File: config.mk
export PLATFORM = sky130hd
export DESIGN_NAME = probe_issue_unit_flat
export DESIGN_NICKNAME = d
export VERILOG_FILES = /design/src/rtl/probe_issue_unit_pkg.sv /design/src/rtl/probe_issue_unit_if.sv /design/src/rtl/probe_issue_unit_lowest_one_pick.sv /design/src/rtl/probe_issue_unit.sv /design/src/flat_wrapper.sv
export SDC_FILE = /design/constraint.sdc
export NUM_CORES = 1
export LEC_CHECK = 0
export ABC_AREA = 1
export BUFFER_PORTS_ARGS = -buffer_cell sky130_fd_sc_hd__buf_2
export CORE_MARGIN = 2
export CORE_UTILIZATION = 35
export CTS_CLUSTER_SIZE = 25
export DETAILED_ROUTE_END_ITERATION = 10
export PLACE_DENSITY = 0.69
export SYNTH_ARGS = -nofsm -noshare
export SYNTH_HDL_FRONTEND = slang
export SYNTH_SLANG_ARGS = --single-unit
File: constraint.sdc
create_clock -name clock -period 3.5 [get_ports clock]
set_clock_uncertainty 0.1 [all_clocks]
set_input_delay 0.35 -clock clock [delete_from_list [all_inputs] [get_ports clock]]
set_output_delay 0.35 -clock clock [all_outputs]
set_load 0.02 [all_outputs]
File: src/rtl/probe_issue_unit_pkg.sv
// probe_issue_unit_pkg: TileLink probe encodings, sizing constants and probe-issue types
// Shared by the probe issue unit, its bus interface and its sub-module.
//   - sizing: client count, address/data widths, beats per block
//   - channel B/C opcodes, B cap params, C report params
//   - FSM state enum and the latched request struct
package probe_issue_unit_pkg;
    localparam int N_CLIENTS = 2;
    localparam int ADDR_W = 32;
    localparam int DATA_W = 64;
    localparam int BEATS = 8;
    localparam int SRC_W = N_CLIENTS > 1 ? $clog2(N_CLIENTS) : 1;
    localparam int BEAT_W = BEATS > 1 ? $clog2(BEATS) : 1;
    localparam logic [3:0] BLOCK_LG_SIZE = 4'd6;

    typedef enum logic [2:0] {
        OP_PROBE_ACK = 3'd4,
        OP_PROBE_ACK_DATA = 3'd5,
        OP_PROBE = 3'd6
    } tl_opcode_e;

    typedef enum logic [1:0] {
        CAP_TO_T = 2'd0,
        CAP_TO_B = 2'd1,
        CAP_TO_N = 2'd2
    } cap_param_e;

    typedef enum logic [2:0] {
        RPT_T_TO_B = 3'd0,
        RPT_T_TO_N = 3'd1,
        RPT_B_TO_N = 3'd2,
        RPT_T_TO_T = 3'd3,
        RPT_B_TO_B = 3'd4,
        RPT_N_TO_N = 3'd5
    } report_param_e;

    typedef enum logic [1:0] {
        S_IDLE,
        S_PROBE,
        S_COLLECT,
        S_RESP
    } state_e;

    typedef struct packed {
        logic [ADDR_W-1:0] addr;
        logic [1:0] param;
    } probe_req_t;

    // True when the client reports it held Trunk before the probe.
    function automatic logic reports_t(input logic [2:0] p);
        return p == RPT_T_TO_B || p == RPT_T_TO_N || p == RPT_T_TO_T;
    endfunction
endpackage

File: src/rtl/probe_issue_unit_if.sv
// probe_issue_unit_if: request, channel B, channel C, writeback and status signals
// of the probe issue unit.
//   master : the surrounding L2 logic / clients (drives req, b_ready, C, wb_ready)
//   slave  : the probe issue unit itself
interface probe_issue_unit_if;
    import probe_issue_unit_pkg::*;
    logic io_req_valid;
    logic io_req_ready;
    logic [ADDR_W-1:0] io_req_addr;
    logic [1:0] io_req_param;
    logic [N_CLIENTS-1:0] io_req_mask;
    logic io_b_valid;
    logic io_b_ready;
    logic [2:0] io_b_opcode;
    logic [1:0] io_b_param;
    logic [SRC_W-1:0] io_b_source;
    logic [ADDR_W-1:0] io_b_address;
    logic [3:0] io_b_size;
    logic io_c_valid;
    logic io_c_ready;
    logic [2:0] io_c_opcode;
    logic [2:0] io_c_param;
    logic [SRC_W-1:0] io_c_source;
    logic [ADDR_W-1:0] io_c_address;
    logic [DATA_W-1:0] io_c_data;
    logic io_wb_valid;
    logic io_wb_ready;
    logic [DATA_W-1:0] io_wb_data;
    logic [BEAT_W-1:0] io_wb_beat;
    logic io_wb_last;
    logic io_resp_valid;
    logic io_resp_dirty;
    logic io_resp_had_t;
    logic io_err;
    logic io_busy;

    modport master (
        output io_req_valid, io_req_addr, io_req_param, io_req_mask, io_b_ready,
               io_c_valid, io_c_opcode, io_c_param, io_c_source, io_c_address, io_c_data,
               io_wb_ready,
        input  io_req_ready, io_b_valid, io_b_opcode, io_b_param, io_b_source, io_b_address,
               io_b_size, io_c_ready, io_wb_valid, io_wb_data, io_wb_beat, io_wb_last,
               io_resp_valid, io_resp_dirty, io_resp_had_t, io_err, io_busy
    );

    modport slave (
        input  io_req_valid, io_req_addr, io_req_param, io_req_mask, io_b_ready,
               io_c_valid, io_c_opcode, io_c_param, io_c_source, io_c_address, io_c_data,
               io_wb_ready,
        output io_req_ready, io_b_valid, io_b_opcode, io_b_param, io_b_source, io_b_address,
               io_b_size, io_c_ready, io_wb_valid, io_wb_data, io_wb_beat, io_wb_last,
               io_resp_valid, io_resp_dirty, io_resp_had_t, io_err, io_busy
    );
endinterface

File: src/rtl/probe_issue_unit_lowest_one_pick.sv
// lowest_one_pick: one-hot mask and binary index of the lowest set bit of vec
//   vec    in  N  candidate vector
//   onehot out N  lowest set bit isolated (0 when vec is 0)
//   idx    out W  index of that bit (0 when vec is 0)
module lowest_one_pick #(
    parameter int N = 2,
    parameter int W = N > 1 ? $clog2(N) : 1
) (
    input  logic [N-1:0] vec,
    output logic [N-1:0] onehot,
    output logic [W-1:0] idx
);
    always_comb begin
        onehot = vec & (~vec + 1'b1);
        idx = '0;
        // Scan downward so the lowest set bit is written last and wins.
        for (int i = N - 1; i >= 0; i--)
            if (vec[i]) idx = W'(i);
    end
endmodule

File: src/rtl/probe_issue_unit.sv
// probe_issue_unit: L2-side issuer of TileLink Probes and collector of ProbeAck/ProbeAckData
//   clock  in  single clock
//   reset  in  asynchronous, active-low
//   bus    slave modport of probe_issue_unit_if:
//          req   probe request (addr, cap param, client mask), ready only when idle
//          b     one Probe per masked client, lowest client index first
//          c     ProbeAck / ProbeAckData from clients
//          wb    dirty data beats passed through to the writeback buffer
//          resp  one-cycle completion pulse with dirty / had_t flags
//          err   sticky protocol error, busy = not idle
module probe_issue_unit
    import probe_issue_unit_pkg::*;
(
    input logic clock,
    input logic reset,
    probe_issue_unit_if.slave bus
);
    localparam logic [BEAT_W-1:0] LAST_BEAT = BEAT_W'(BEATS - 1);

    state_e state, state_nxt;
    probe_req_t req;
    logic [N_CLIENTS-1:0] to_issue, pending, issued, pick_oh, c_src_oh;
    logic [SRC_W-1:0] pick_idx, lock_src;
    logic [BEAT_W-1:0] beat_cnt;
    logic dirty, had_t, err, locked;
    logic req_ready, b_valid, c_ready, wb_valid, resp_valid;
    logic req_fire, b_fire, c_fire;
    logic c_active, c_legal, c_stall, c_data, c_ack, c_drop, c_last;

    lowest_one_pick #(.N(N_CLIENTS), .W(SRC_W)) u_pick (
        .vec(to_issue),
        .onehot(pick_oh),
        .idx(pick_idx)
    );

    // Channel C classification: a message is either a data beat, a dataless ack,
    // an illegal message that is swallowed, or stalled behind another client's burst.
    always_comb begin
        c_src_oh = N_CLIENTS'(1) << bus.io_c_source;
        c_active = state == S_PROBE || state == S_COLLECT;
        c_legal = |(issued & pending & c_src_oh) && bus.io_c_address == req.addr &&
                  (bus.io_c_opcode == OP_PROBE_ACK || bus.io_c_opcode == OP_PROBE_ACK_DATA);
        c_stall = locked && bus.io_c_source != lock_src;
        // Once a burst is locked, beats from the owning client are not re-qualified.
        c_data = c_active && !c_stall && (locked || (c_legal && bus.io_c_opcode == OP_PROBE_ACK_DATA));
        c_ack = c_active && !locked && c_legal && bus.io_c_opcode == OP_PROBE_ACK;
        c_drop = c_active && !locked && !c_legal;
        c_last = c_data && beat_cnt == LAST_BEAT;
        c_ready = c_data ? bus.io_wb_ready : c_ack || c_drop;
        c_fire = bus.io_c_valid && c_ready;
        wb_valid = c_data && bus.io_c_valid;
    end

    always_comb begin
        state_nxt = state;
        req_ready = state == S_IDLE;
        b_valid = state == S_PROBE;
        resp_valid = state == S_RESP;
        req_fire = bus.io_req_valid && req_ready;
        b_fire = b_valid && bus.io_b_ready;
        case (state)
            S_IDLE: if (req_fire) state_nxt = bus.io_req_mask == '0 ? S_RESP : S_PROBE;
            S_PROBE: if (b_fire && (to_issue & ~pick_oh) == '0) state_nxt = S_COLLECT;
            S_COLLECT: if (pending == '0) state_nxt = S_RESP;
            default: state_nxt = S_IDLE;
        endcase
    end

    always_ff @(posedge clock or negedge reset)
        if (!reset) state <= S_IDLE;
        else state <= state_nxt;

    always_ff @(posedge clock or negedge reset)
        if (!reset) begin
            req <= '0;
            to_issue <= '0;
            pending <= '0;
            issued <= '0;
            dirty <= 1'b0;
            had_t <= 1'b0;
            err <= 1'b0;
            locked <= 1'b0;
            lock_src <= '0;
            beat_cnt <= '0;
        end else begin
            if (req_fire) begin
                req <= '{addr: bus.io_req_addr, param: bus.io_req_param};
                to_issue <= bus.io_req_mask;
                pending <= bus.io_req_mask;
                issued <= '0;
                dirty <= 1'b0;
                had_t <= 1'b0;
            end
            if (b_fire) begin
                to_issue <= to_issue & ~pick_oh;
                issued <= issued | pick_oh;
            end
            if (c_fire && c_drop) err <= 1'b1;
            if (c_fire && (c_ack || c_last)) pending <= pending & ~c_src_oh;
            if (c_fire && (c_ack || c_data) && reports_t(bus.io_c_param)) had_t <= 1'b1;
            if (c_fire && c_last) dirty <= 1'b1;
            if (c_fire && c_data) begin
                beat_cnt <= c_last ? '0 : beat_cnt + 1'b1;
                locked <= !c_last;
                lock_src <= bus.io_c_source;
            end
        end

    assign bus.io_req_ready = req_ready;
    assign bus.io_b_valid = b_valid;
    assign bus.io_b_opcode = b_valid ? OP_PROBE : 3'd0;
    assign bus.io_b_param = req.param;
    assign bus.io_b_source = pick_idx;
    assign bus.io_b_address = req.addr;
    assign bus.io_b_size = b_valid ? BLOCK_LG_SIZE : 4'd0;
    assign bus.io_c_ready = c_ready;
    assign bus.io_wb_valid = wb_valid;
    assign bus.io_wb_data = c_data ? bus.io_c_data : '0;
    assign bus.io_wb_beat = beat_cnt;
    assign bus.io_wb_last = wb_valid && c_last;
    assign bus.io_resp_valid = resp_valid;
    assign bus.io_resp_dirty = resp_valid && dirty;
    assign bus.io_resp_had_t = resp_valid && had_t;
    assign bus.io_err = err;
    assign bus.io_busy = state != S_IDLE;
endmodule

File: src/flat_wrapper.sv
// flat-port wrapper written by rule: the top's interface ports become plain ports
module probe_issue_unit_flat import probe_issue_unit_pkg::*;
  (clock, reset, bus_io_req_valid, bus_io_req_addr, bus_io_req_param, bus_io_req_mask, bus_io_b_ready, bus_io_c_valid, bus_io_c_opcode, bus_io_c_param, bus_io_c_source, bus_io_c_address, bus_io_c_data, bus_io_wb_ready, bus_io_req_ready, bus_io_b_valid, bus_io_b_opcode, bus_io_b_param, bus_io_b_source, bus_io_b_address, bus_io_b_size, bus_io_c_ready, bus_io_wb_valid, bus_io_wb_data, bus_io_wb_beat, bus_io_wb_last, bus_io_resp_valid, bus_io_resp_dirty, bus_io_resp_had_t, bus_io_err, bus_io_busy);
  probe_issue_unit_if bus_i ();
  input logic clock;
  input logic reset;
  input wire logic [$bits(bus_i.io_req_valid)-1:0] bus_io_req_valid;
  input wire logic [$bits(bus_i.io_req_addr)-1:0] bus_io_req_addr;
  input wire logic [$bits(bus_i.io_req_param)-1:0] bus_io_req_param;
  input wire logic [$bits(bus_i.io_req_mask)-1:0] bus_io_req_mask;
  input wire logic [$bits(bus_i.io_b_ready)-1:0] bus_io_b_ready;
  input wire logic [$bits(bus_i.io_c_valid)-1:0] bus_io_c_valid;
  input wire logic [$bits(bus_i.io_c_opcode)-1:0] bus_io_c_opcode;
  input wire logic [$bits(bus_i.io_c_param)-1:0] bus_io_c_param;
  input wire logic [$bits(bus_i.io_c_source)-1:0] bus_io_c_source;
  input wire logic [$bits(bus_i.io_c_address)-1:0] bus_io_c_address;
  input wire logic [$bits(bus_i.io_c_data)-1:0] bus_io_c_data;
  input wire logic [$bits(bus_i.io_wb_ready)-1:0] bus_io_wb_ready;
  output wire logic [$bits(bus_i.io_req_ready)-1:0] bus_io_req_ready;
  output wire logic [$bits(bus_i.io_b_valid)-1:0] bus_io_b_valid;
  output wire logic [$bits(bus_i.io_b_opcode)-1:0] bus_io_b_opcode;
  output wire logic [$bits(bus_i.io_b_param)-1:0] bus_io_b_param;
  output wire logic [$bits(bus_i.io_b_source)-1:0] bus_io_b_source;
  output wire logic [$bits(bus_i.io_b_address)-1:0] bus_io_b_address;
  output wire logic [$bits(bus_i.io_b_size)-1:0] bus_io_b_size;
  output wire logic [$bits(bus_i.io_c_ready)-1:0] bus_io_c_ready;
  output wire logic [$bits(bus_i.io_wb_valid)-1:0] bus_io_wb_valid;
  output wire logic [$bits(bus_i.io_wb_data)-1:0] bus_io_wb_data;
  output wire logic [$bits(bus_i.io_wb_beat)-1:0] bus_io_wb_beat;
  output wire logic [$bits(bus_i.io_wb_last)-1:0] bus_io_wb_last;
  output wire logic [$bits(bus_i.io_resp_valid)-1:0] bus_io_resp_valid;
  output wire logic [$bits(bus_i.io_resp_dirty)-1:0] bus_io_resp_dirty;
  output wire logic [$bits(bus_i.io_resp_had_t)-1:0] bus_io_resp_had_t;
  output wire logic [$bits(bus_i.io_err)-1:0] bus_io_err;
  output wire logic [$bits(bus_i.io_busy)-1:0] bus_io_busy;
  assign bus_i.io_req_valid = bus_io_req_valid;
  assign bus_i.io_req_addr = bus_io_req_addr;
  assign bus_i.io_req_param = bus_io_req_param;
  assign bus_i.io_req_mask = bus_io_req_mask;
  assign bus_i.io_b_ready = bus_io_b_ready;
  assign bus_i.io_c_valid = bus_io_c_valid;
  assign bus_i.io_c_opcode = bus_io_c_opcode;
  assign bus_i.io_c_param = bus_io_c_param;
  assign bus_i.io_c_source = bus_io_c_source;
  assign bus_i.io_c_address = bus_io_c_address;
  assign bus_i.io_c_data = bus_io_c_data;
  assign bus_i.io_wb_ready = bus_io_wb_ready;
  assign bus_io_req_ready = bus_i.io_req_ready;
  assign bus_io_b_valid = bus_i.io_b_valid;
  assign bus_io_b_opcode = bus_i.io_b_opcode;
  assign bus_io_b_param = bus_i.io_b_param;
  assign bus_io_b_source = bus_i.io_b_source;
  assign bus_io_b_address = bus_i.io_b_address;
  assign bus_io_b_size = bus_i.io_b_size;
  assign bus_io_c_ready = bus_i.io_c_ready;
  assign bus_io_wb_valid = bus_i.io_wb_valid;
  assign bus_io_wb_data = bus_i.io_wb_data;
  assign bus_io_wb_beat = bus_i.io_wb_beat;
  assign bus_io_wb_last = bus_i.io_wb_last;
  assign bus_io_resp_valid = bus_i.io_resp_valid;
  assign bus_io_resp_dirty = bus_i.io_resp_dirty;
  assign bus_io_resp_had_t = bus_i.io_resp_had_t;
  assign bus_io_err = bus_i.io_err;
  assign bus_io_busy = bus_i.io_busy;
  probe_issue_unit u_core (.clock(clock), .reset(reset), .bus(bus_i));
endmodule
; ---- Yosys cells after proc, flatten, opt, wreduce, memory -nomap -nowiden
; Cells that the tools add are included.
[classes]
n_addsub = 2
multipliers = 0
div = 0
order_cmp = 0
n_eq_ne = 13
n_shift = 1
muxes = 20
bitwise = 9
n_reduce_logical = 49
[op_table]
columns = op, count
row1 = 64-bit 2-to-1 mux, 1
row2 = 32-bit == test, 1
row3 = 1-bit logical AND, 25
row4 = 2-bit 2-to-1 mux, 9
row5 = 2-bit AND, 5
row6 = 2-bit nonzero test, 5
row7 = "3-bit == test, second input constant", 3
row8 = 3-bit 2-to-1 mux, 3
row9 = 2-bit zero test, 4
row10 = 1-bit logical OR, 8
row11 = 1-bit 2-to-1 mux, 6
row12 = 2-bit NOT, 3
row13 = 2-bit case mux with 3 select lines, 1
row14 = "2-bit == test, second input constant", 2
row15 = 1-bit zero test, 4
row16 = "2-bit != test, second input constant", 2
row17 = "3-bit by 1-bit adder with 3-bit output, second input constant", 1
row18 = "3-bit by 1-bit == test with 1-bit output, second input constant", 1
row19 = "3-bit by 2-bit == test with 1-bit output, second input constant", 1
row20 = 3-bit zero test, 1
row21 = 3-bit AND reduction, 1
row22 = "2-bit by 1-bit adder with 2-bit output, second input constant", 1
row23 = "2-bit by 1-bit == test with 1-bit output, second input constant", 1
row24 = "2-bit by 1-bit != test with 1-bit output, second input constant", 1
row25 = other kinds (4), 4
[totals]
ff_bits = 50
latch_bits = 0
ram_bits = 0
mem_bits_ro = 0
inputBits = 145
output_inout_bits = 119
elab_cells = 106
mem_count = 0

; ---- Logic depth before layout (Yosys ltp)
[depth]
ltp_word = 13
depth_mapped = 16
mapped_depth_nobuf = 16

; ---- Cells and area by module
; A second synthesis with hierarchy kept.
[unflattened]
hier_cells = 541
hier_area_um2 = 3756.1
[modules_own_cells]
columns = mod, instances, cells_each, area_each_um2
row1 = probe_issue_unit, 1, 537, 3731.1
row2 = lowest_one_pick, 1, 4, 25.0

; ---- Worst setup path before layout
; OpenSTA, ideal clock, no wires.
[synth_path]
path_type = register -> output
start = reg u_core.req (netlist bit u_core.bus.io_b_address[8])
end = out bus_io_wb_data[10]
arrival_ps = 1793
required_time_ps = 3050
setup_slack_ps = 1257
path_stages_with_launch = 14
path_buffers = 1
cell_sequence = dfrtp_1 -> inv_1 -> nand2_1 -> nand2_1 -> nor2_2 -> nand2_1 -> nor2_1 -> nand2_1 -> nor2_1 -> nand3_2 -> nand2_4 -> nand2_4 -> clkbuf_1 -> nor2_1
[synth_between]
elab_chain_len = 7
[synth_lines]
columns = item, line_no
row1 = start: declaration, probe_issue_unit.sv:21  ; probe_req_t req;
row2 = start signal: assignment, probe_issue_unit.sv:87  ; req <= '{addr: bus.io_req_addr, param: bus.io_req_param};
row3 = 32-bit == test, probe_issue_unit.sv:41  ; c_legal = |(issued & pending & c_src_oh) && bus.io_c_address == req.addr &&
row4 = 1-bit logical AND (2 in a row), probe_issue_unit.sv:41
row5 = 1-bit logical AND, probe_issue_unit.sv:45  ; c_data = c_active && !c_stall && (locked || (c_legal && bus.io_c_opcode == OP_PROBE_ACK_DATA));
row6 = 1-bit logical OR, probe_issue_unit.sv:45
row7 = 1-bit logical AND, probe_issue_unit.sv:45
row8 = 64-bit 2-to-1 mux, probe_issue_unit.sv:118  ; assign bus.io_wb_data = c_data ? bus.io_c_data : '0;
row9 = end: declaration, flat_wrapper.sv:28  ; output wire logic [$bits(bus_i.io_wb_data)-1:0] bus_io_wb_data;
; No other way between the ends.

; ---- Worst setup path after layout
[layout_path]
start = reg u_core.req (netlist bit u_core.bus.io_b_address[8])
end = out bus_io_wb_data[47]
; Same word-level chain as after synthesis.

==> results.md <==
- The flow ran to the end, and the final reports show no timing, DRC or antenna violations.
- The count of nets after finishing is 953.
- The share of total power dissipated in sequential elements is 0.339.
- The power density normalized to cell area is 561 nW/um2.
- The critical path endpoint category is a primary output.
- The detailed router finished its first iteration with 114 violations.
- The core region is 10,900 um2.
- The H-tree depth is 2.
- Of all nets on the critical path, the largest fanout is 36.
- The count of unresolved DRC violations after routing is 0.
- The total power is 3.00 mW.
- The fraction of power consumed by the clock network is 0.114.
- The placer's final routability congestion estimate is 0.787.
- The area added between synthesis and finish is 36.1%.
- For this run, global-route usage on met3 was measured as 0.0588.
- The via count of the first global-routing pass is 3,731.
- The number of warnings printed during yosys synthesis is 0.
- The mapped netlist covers 3930 um2.
- Entering global routing, the biggest net connects 50 pins.
- Each instance of the synthesized netlist takes up on average 7.15 um2.
- Of the synthesized area, sequential elements account for 0.318.
- The minimum clock period after layout is 2.94 ns.
- The wire length of the first global-routing pass is 17,800 um.
- The number of gates resized after CTS was 0.
- Setup repair after global routing left no endpoint under its margin.
- In the synthesized netlist, the number of instances is 550.
- The final layout contains routed wiring with a total length of 11,800 um.
- The longest clock path from root to sink contains 2 buffers.
- The average wire per cell in the routed design is 12.5 um.
- The storage element area is 1250 um2.
- The global route total overflow is 0.
- The count of buffers added on input and output ports is 260.
- At the pin with the least slew margin, the transition time is 0.972 ns.
- Of the cells placed in the final design, the portion with a size suffix greater than 1 is 0.419.
- Detailed placement ended at an HPWL of 9830 um.
- The mean number of vias per cell is 4.25.
- The busiest metal layer after global routing is met2.
- The via total after detailed routing is 4,010.
- The worst hold-check path type is input pin to asynchronous set/reset pin.
- The register bit count reported by yosys is 50.
- The power dissipated by switching net loads is 1.49 mW.
- In this run the horizontal extent of the chip is 110 um.
- The number of hold buffers added after cts is 0.
- In the finished design, the share of the clock period the worst path needs comes to 0.841.
- The TritonCTS sink count is 50.
- In the global route stage, met2 resource usage came out at 0.350.
- The fmax is 340 MHz.
- The initial standard-cell utilization of the core is 0.361.
- The relative slew slack is 0.352.
- The post-CTS setup buffer count is 0.
- Across every metal layer, demand over resource in global routing totals 0.190.
- The number of antenna violations at the first check in global routing is 1.
- The final setup violation count is 0.
- Counting stages on the worst path, the most repeated cell is nand2_1.
- The tree is rooted in a clkbuf_8.
- Of the total power, the share spent switching nets is 0.494.
- Walking the worst path, the cells encountered are inv_1 -> nand2_1 -> nand2_1 -> nor2_2 -> nand2_1 -> nor2_1 -> nand2_1 -> nor2_1 -> nand3_2 -> nand2_4 -> nand2_8 -> buf_12 -> nor2_4 -> buf_2.
- The max-capacitance violation count is 0.
- The number of pins with negative max-slew slack in the final report is 0.
- The routing usage on met1 is 0.211.
- For this design, the slowest cell found on the critical path is dfrtp_1.
- The data arrival time of the critical path is 2.49 ns.
- The combinational cell fraction of total power is 0.547.
- The data required time at the worst endpoint is 3.05 ns.
- Across the VDD grid, the largest voltage drop is 0.378 mV.
- The internal power is 1.52 mW.
- The count of pins on the block boundary is 264.
- The worst stage delay on the critical path is 0.38 ns.
- The die is 110 um tall.
- The total count of hold-check failures in the final report is 0.
- The first detailed-routing pass took 4 iterations.
- The clock latency at the later pin of the worst-skew pair is 0.31 ns.
- The multi-input gate area in the final layout is 2030 um2.
- The sum of negative setup slack is 0 ns.
- The kind of critical path is register to primary output.
- The leakage power total is 3.33 nW.
- The critical path launch point type is a register.
- After floorplanning, the core was divided into 38 placement rows.
- The number of clock buffers added by TritonCTS is 5.
- After filler insertion, the fill cell instance count of the layout stands at 1,133.
- The clock edge transition at the registers on the reported setup and hold paths is 0.10 ns.
- The die covers 12,100 um2.
- The number of library cell types mapped by synthesis is 32.
- TritonCTS built the clock tree.
- The number of routed nets with antenna violations is 0.
-- path summary, 6_finish.rpt --
check,depth (start not counted),to,slack [ns],from
min in group clock,3,u_core.bus.io_b_address[24],0.13,bus_io_req_addr[24]
max in group asynchronous,2,u_core.bus.io_wb_beat[2],2.50,reset
min reg2reg,2,u_core.bus.io_err,0.38,u_core.bus.io_err
max reg2reg,15,u_core.bus.io_wb_beat[0],1.28,u_core.bus.io_b_address[8]
min,1,u_core.bus.io_b_address[8],0.08,reset
max,14,bus_io_wb_data[47],0.56,u_core.bus.io_b_address[8]
-- layout by cell type (no fill, tap or decap), types with 2 or more instances in the layout --
master	count
nand2_2	3
nand3_2	5
inv_1	122
dfrtp_1	50
nor3_1	2
clkbuf_8	5
nand3_1	9
o21ai_0	21
o21ai_1	3
nand2_1	172
nor2_4	50
xnor2_1	14
nand4_1	3
nor2_1	45
buf_2	260
conb_1	3
and2_1	3
buf_4	3
nor2_2	3
ha_1	6
diode_2	2
a21oi_1	5
-- Yosys cell counts (all sizes together) --
cell type | count | share of area
nand2 | 177 | 0.17
a21o | 1 | 0.0019
a21oi | 6 | 0.010
o31ai | 1 | 0.0019
inv | 122 | 0.12
a21boi | 1 | 0.0019
clkbuf | 8 | 0.0076
xnor2 | 14 | 0.031
buf | 13 | 0.044
nand4 | 3 | 0.0048
nand3b | 1 | 0.0019
nand3 | 14 | 0.024
dfrtp | 50 | 0.32
nor2b | 1 | 0.0016
a22o | 1 | 0.0022
ha | 6 | 0.019
conb | 1 | 0.00095
nor3 | 2 | 0.0025
o221ai | 1 | 0.0022
clkinv | 1 | 0.00095
and2 | 3 | 0.0048
nor2 | 99 | 0.20
o21ai | 24 | 0.031
-- power groups by stage --
stage | Combinational [mW] | Sequential [mW] | Clock, mW
after floorplan | 0.905 | 1.22 | 0
after global placement | 1.64 | 1.02 | 0
after detailed placement | 1.67 | 1.02 | 0
after CTS | 1.67 | 1.02 | 0.358
after global routing | 1.86 | 1.05 | 0.381
final | 1.64 | 1.02 | 0.342
-- final cells by class --
type / count / share of cell area
antenna: 2 / 0.000935
clock buffer: 5 / 0.0129
clock inverter: 2 / 0.00257
inverter: 123 / 0.0863
multi-input combinational: 358 / 0.380
sequential: 50 / 0.234
tap: 140 / 0.0327
timing repair buffer: 264 / 0.251
-- cell families after synthesis --
group           after synthesis  synth area share
flops                        50             0.318
simple gates                300             0.410
fa+ha+maj                     6            0.0191
xor+xnor                     14            0.0312
compound gates               35            0.0512
buf+inv                     144             0.169
other cells                   1          0.000954
-- layer usage --
metal  share of wire  vias up
met5               0        -
met4           0.014        0
met3            0.11       14
met2            0.51      175
met1            0.37     1742
li1                -     2079
-- per-stage QoR --
step / std cells / hold slack, ns / utilization / instance area [um2] / setup slack [ns]
floorplan: 552 / -0.0456 / - / 3940 / 1.26
CTS: 942 / 0.119 / 0.491 / 5350 / 0.539
global placement: 935 / 0.350 / 0.484 / 5270 / 0.861
finish: 944 / 0.0847 / 0.492 / 5350 / 0.556
global route: 943 / 0.124 / 0.491 / 5350 / 0.286
detailed placement: 935 / 0.356 / 0.484 / 5270 / 0.827
-- critical path: cells and delay by family, from the launching register on --
family	cells	cell delay, ns
buf+inv	3	0.56
simple gates	11	1.18
flops	1	0.38
-- state kept, by name, summed over array words and instances, names as in the netlist --
name	count
u_core.locked	1
u_core.lock_src	1
u_core.pending	2
u_core.to_issue	2
u_core.bus.io_b_address	32
u_core.state	2
u_core.dirty	1
u_core.issued	2
u_core.bus.io_err	1
u_core.bus.io_wb_beat	3
u_core.had_t	1
u_core.bus.io_b_param	2
(Power assumes the default switching activity.)
